## src/rtl/nios_system_mult_arbiter.sv

```systemverilog
// nios_system_mult_arbiter: round-robin sharing of one pipelined
// 32-bit multiplier cell between two requesters, with tagged returns.
module nios_system_mult_arbiter #(
    parameter int MUL_LATENCY = 1
) (
    input  logic        clk,
    input  logic        reset,
    input  logic [1:0]  req_valid,
    input  logic [31:0] req_a0,
    input  logic [31:0] req_b0,
    input  logic [31:0] req_a1,
    input  logic [31:0] req_b1,
    output logic [1:0]  req_ready,
    output logic [1:0]  rsp_valid,
    output logic [31:0] rsp_result0,
    output logic [31:0] rsp_result1,
    input  logic [1:0]  rsp_ready,
    output logic [31:0] mul_src1,
    output logic [31:0] mul_src2,
    input  logic [31:0] mul_result
);

    localparam int STAGES = MUL_LATENCY + 1;

    logic [1:0]        busy;
    logic [1:0]        elig;
    logic [1:0]        grant;
    logic [1:0]        rsp_hs;
    logic              last;
    logic [STAGES-1:0] tag_vld;
    logic [STAGES-1:0] tag_id;
    logic              fin_vld;
    logic              fin_id;

    assign elig      = req_valid & ~busy;
    assign rsp_hs    = rsp_valid & rsp_ready;
    assign fin_vld   = tag_vld[STAGES-1];
    assign fin_id    = tag_id[STAGES-1];
    assign req_ready = grant;

    // Grant one eligible port; on a tie the port that did not win last goes.
    always_comb begin
        grant = 2'b00;
        if (!reset) begin
            if (elig == 2'b11) begin
                grant = last ? 2'b01 : 2'b10;
            end else begin
                grant = elig;
            end
        end
    end

    // Per-port outstanding flag and round-robin pointer.
    always_ff @(posedge clk or posedge reset) begin
        if (reset) begin
            busy <= 2'b00;
            last <= 1'b1;
        end else begin
            busy <= (busy | grant) & ~rsp_hs;
            if (|grant) begin
                last <= grant[1];
            end
        end
    end

    // Operand registers hold when idle; tag pipe tracks the owner of each op.
    always_ff @(posedge clk or posedge reset) begin
        if (reset) begin
            mul_src1 <= '0;
            mul_src2 <= '0;
            tag_vld  <= '0;
            tag_id   <= '0;
        end else begin
            tag_vld <= {tag_vld[STAGES-2:0], |grant};
            tag_id  <= {tag_id[STAGES-2:0], grant[1]};
            if (grant[0]) begin
                mul_src1 <= req_a0;
                mul_src2 <= req_b0;
            end else if (grant[1]) begin
                mul_src1 <= req_a1;
                mul_src2 <= req_b1;
            end
        end
    end

    // Capture the cell product into the owning port's response slot.
    always_ff @(posedge clk or posedge reset) begin
        if (reset) begin
            rsp_valid   <= 2'b00;
            rsp_result0 <= '0;
            rsp_result1 <= '0;
        end else begin
            rsp_valid <= rsp_valid & ~rsp_hs;
            if (fin_vld) begin
                if (fin_id) begin
                    rsp_valid[1] <= 1'b1;
                    rsp_result1  <= mul_result;
                end else begin
                    rsp_valid[0] <= 1'b1;
                    rsp_result0  <= mul_result;
                end
            end
        end
    end

`ifndef SYNTHESIS
    // A capture must never land in a slot still holding a result.
    slot_free_a : assert property (
        @(posedge clk) disable iff (reset)
        fin_vld |-> !rsp_valid[fin_id]
    ) else $error("response slot overwrite on port %0d", fin_id);
`endif

endmodule

```

## config.mk

```make
export PLATFORM = sky130hd
export DESIGN_NAME = nios_system_mult_arbiter
export DESIGN_NICKNAME = d
export VERILOG_FILES = /design/src/rtl/nios_system_mult_arbiter.sv
export SDC_FILE = /design/constraint.sdc
export NUM_CORES = 1
export LEC_CHECK = 0
export ABC_AREA = 1
export CORE_UTILIZATION = 45
export CTS_CLUSTER_SIZE = 20
export DETAILED_ROUTE_END_ITERATION = 8
export HOLD_SLACK_MARGIN = 0.06
export PLACE_DENSITY = 0.87
export SYNTH_ARGS = -nofsm -noshare
export SYNTH_HDL_FRONTEND = slang
export SYNTH_SLANG_ARGS = --single-unit
```

## constraint.sdc

```tcl
create_clock -name clk -period 5.9 [get_ports clk]
set_input_delay 0.885 -clock clk [delete_from_list [all_inputs] [get_ports clk]]
set_output_delay 0.885 -clock clk [all_outputs]
set_load 0.01 [all_outputs]
```

==> summary by stage <==
Outcome
The run finished with clean final reports.

Clock tree
The clock latency on the worst-skew pair is 0.41 ns. Clock tree synthesis selected as its root buffer the cell sky130_fd_sc_hd__clkbuf_16. In this run the deepest clock path goes through 2 buffers. For this design, the sink count on the clock tree is 137.

The post-cts repair resize count is 0. The deepest level of the CTS H-tree is 4. The post-CTS clock slew at the launch and capture registers of the worst setup and hold paths is 0.06 ns.

The number of setup buffers added after CTS is 0. The hold buffer count at cts is 0. The CTS tree is yes. The number of buffers created by CTS is 17.

Synth
Synthesis instantiated 16 different standard cells from the library. Synthesis handed over a netlist of 764 instances. The number of synthesized flops with an enable pin is 0. The share of the synthesized area in the top cell type is 0.544. The cell taking the most area after synthesis is sky130_fd_sc_hd__dfrtp_1. The net count after synthesis is 930. In the synthesized netlist the async set-or-reset flop fraction comes to 1.00. Ranked by instance count, the synthesized netlist is headed by 199 x sky130_fd_sc_hd__nand2_1, 193 x sky130_fd_sc_hd__nand3_1, 136 x sky130_fd_sc_hd__dfrtp_1.

The total standard cell area after synthesis is 0.00626 mm^2. The count of yosys warnings during synthesis is 0. Among all flip-flop cells after synthesis, the most frequent one is sky130_fd_sc_hd__dfrtp_1. In the post-synthesis netlist, the biggest area contributors are sky130_fd_sc_hd__dfrtp_1 54%, sky130_fd_sc_hd__nand3_1 15%, sky130_fd_sc_hd__nand2_1 12%, sky130_fd_sc_hd__inv_1 6.2%, sky130_fd_sc_hd__o21ai_0 5.4%. The register area share after synthesis is 0.548.

The number of register bits inferred by synthesis is 137. Yosys instantiated no cell more often than sky130_fd_sc_hd__nand2_1. A synthesized cell averages 8.20 um^2.

Detailed routing
The post-detailed-route count of antenna-violating nets is 0. Summing over every cut layer, the via total after detailed routing is 6212. The wire length per cell is 16.2 um. The iteration-0 DRC count of the detailed router is 576. The pre-antenna-repair detailed-routing pass consisted of 8 iterations.

The final wirelength is 19800 um. After detailed routing, the number of vias per cell comes to 5.09. In the routed design, unresolved DRC markers number 0.

Place
The final weighted congestion in routability-driven placement is 0.877. In this run the cell area measured after placement is 0.00919 mm^2. In this run, placement finished with an instance count of 1188.

OpenSTA, run right after detailed placement, puts the worst setup slack at 2.25 ns. The number of port buffers is 297. The wire-length estimate of the detail-placed layout is 13300 um.

Power
The leakage dissipation is 4.80 nW. The clock network fraction of design power is 0.217. The share of total power dissipated in sequential elements is 0.338. The maximum vdd ir drop is 0.245 mV. Dividing total power by cell area gives a power density of 503 mW/mm^2. In this run the power spent charging and discharging nets is 1.72 mW. The internal portion of the total power is 3.20 mW. The combinational group share of total power is 0.445. Of the total power, the share spent switching nets is 0.350.

Floorplanning
The cell row count is 42. The floorplan die area is 0.0144 mm^2. The initial core utilization is 0.467. For this design the top-level I/O count stands at 298. The die height is 120 um. The floorplan die width is 120 um.

The standard cell core area is 0.0134 mm^2.

Global route
The number of global-route vias before repair came to 5890. The wire length of the first global-routing pass is 30700 um. The initial antenna violation count was 1.

In the global route stage, overall resource usage came out at 0.279. The maximum number of pins on one net before global-route repair is 83. The global-route congestion overflow total is 0.

Timing
The relative max-transition margin is 0.309. Setup repair after global routing left no endpoint under its margin. The number of setup violations in the final report is 0. The total negative slack is 0 ns.

For the pin with the worst max-slew slack, the measured transition is 1.03 ns. Derived from the worst setup path, the maximum achievable clock frequency is 304 MHz. The number of max-slew violations in the final report was 0.

The worst hold margin is 0.354 ns. After layout, the worst setup slack is 2.61 ns. The number of hold-slack violations in the final timing report was 0. Of the available clock period, the critical path in the final layout requires 0.557.

The shortest period the worst path allows is 3.29 ns. The setup skew after layout is 0.0143 ns.

Flow run
The number of violations of the max-capacitance limit is 0.

Final layout
With fillers left out, the area of the finished cells amounts to 0.00980 mm^2. After the flow finishes, the layout carries non-filler instances totaling 1221. The proportion of layout cells with a drive suffix above 1 is 0.0469.

From synthesis to final layout, the design area changed by 56.5%. The final layout contains 1197 nets.

Worst setup path
STA puts the critical path data arrival time at 2.40 ns. STA classifies the critical path endpoint as an output pin. Along the worst path, the maximum fanout reaches 3. The category of the most critical setup path is in -> out. The data required time of the worst path is 5.02 ns.

The kind of start point of the critical path is an input pin.

Hold path
The class of the worst hold path is reg -> reg.
-- state kept, by name, indices dropped and copies added (netlist names) --
register / flops
last: 1
busy: 2
mul_src2: 32
rsp_result0: 32
tag_vld: 2
rsp_valid: 2
tag_id: 2
rsp_result1: 32
mul_src1: 32
-- final cells by class --
type / count / area (um^2)
antenna: 1 / 2.50
clock buffer: 19 / 443
clock inverter: 13 / 158
fill: 994 / 3600
inverter: 105 / 399
multi-input combinational: 466 / 2120
sequential: 137 / 3430
tap: 176 / 220
timing repair buffer: 304 / 3030
-- cell families (layout without fill, tap and decap cells) --
logic type,Yosys count,after routing,share of synthesized area
simple gates,396,396,0.278
buf+inv,161,441,0.117
flops,137,137,0.548
compound gates,70,70,0.0568
other cells,0,1,0
-- path summary, 6_finish.rpt --
check	startpoint	endpoint	slack, ns	cells past startpoint
worst min-delay path	tag_id[0]	tag_id[1]	0.35	0
worst max register to register	busy[1]	mul_src1[1]	3.90	6
worst min register to register	tag_id[0]	tag_id[1]	0.35	0
max in group asynchronous	reset	mul_src1[31]	3.58	3
worst max-delay path	req_valid[0]	req_ready[1]	2.61	5
min in group asynchronous	reset	busy[0]	1.09	2
-- placed cells by master, fill, tap and decap left out --
| cell | n |
|---|---|
| sky130_fd_sc_hd__nor2_4 | 1 |
| sky130_fd_sc_hd__bufinv_16 | 2 |
| sky130_fd_sc_hd__clkbuf_16 | 17 |
| sky130_fd_sc_hd__dfrtp_1 | 136 |
| sky130_fd_sc_hd__inv_2 | 1 |
| sky130_fd_sc_hd__nand3_2 | 3 |
| sky130_fd_sc_hd__clkdlybuf4s50_1 | 297 |
| sky130_fd_sc_hd__a22oi_1 | 1 |
| sky130_fd_sc_hd__buf_4 | 7 |
| sky130_fd_sc_hd__a21boi_0 | 1 |
| sky130_fd_sc_hd__inv_1 | 103 |
| sky130_fd_sc_hd__clkinv_2 | 1 |
| sky130_fd_sc_hd__clkbuf_8 | 1 |
| sky130_fd_sc_hd__clkbuf_1 | 1 |
| sky130_fd_sc_hd__nand2_2 | 4 |
| sky130_fd_sc_hd__o21ai_0 | 68 |
| sky130_fd_sc_hd__clkinvlp_4 | 2 |
| sky130_fd_sc_hd__nand3_1 | 192 |
| sky130_fd_sc_hd__diode_2 | 1 |
| sky130_fd_sc_hd__nor2_1 | 1 |
| sky130_fd_sc_hd__nand2_1 | 195 |
| sky130_fd_sc_hd__dfstp_2 | 1 |
| sky130_fd_sc_hd__clkinv_4 | 1 |
| sky130_fd_sc_hd__inv_8 | 3 |
| sky130_fd_sc_hd__inv_6 | 5 |
-- metrics by stage --
step	power [mW]	utilization
floorplan	2.63	-
global placement	3.80	0.686
detailed placement	3.85	0.686
CTS	4.95	0.731
global route	5.24	0.731
finish	4.93	0.731
-- power by group through the flow --
stage / sequential, mW / combinational [mW] / clock [mW]
floorplan: 1.85 / 0.781 / 0
global route: 1.71 / 2.40 / 1.13
finish: 1.66 / 2.19 / 1.07
CTS: 1.66 / 2.21 / 1.09
detailed placement: 1.66 / 2.19 / 0
global placement: 1.65 / 2.14 / 0
-- critical path: stages --
cell and delay [ns]:
sky130_fd_sc_hd__clkdlybuf4s50_1 0.50, sky130_fd_sc_hd__nand2_1 0.11, sky130_fd_sc_hd__o21ai_0 0.27, sky130_fd_sc_hd__inv_1 0.10, sky130_fd_sc_hd__clkdlybuf4s50_1 0.54
-- metal layers --
metal | up-vias | GRT usage | part of all wire
li1 | 2969 | - | -
met2 | 313 | 0.462 | 0.49
met1 | 2889 | 0.347 | 0.40
met3 | 41 | 0.0718 | 0.080
met5 | - | 0 | 0
met4 | 0 | 0.109 | 0.032
(Power assumes the default switching activity.)
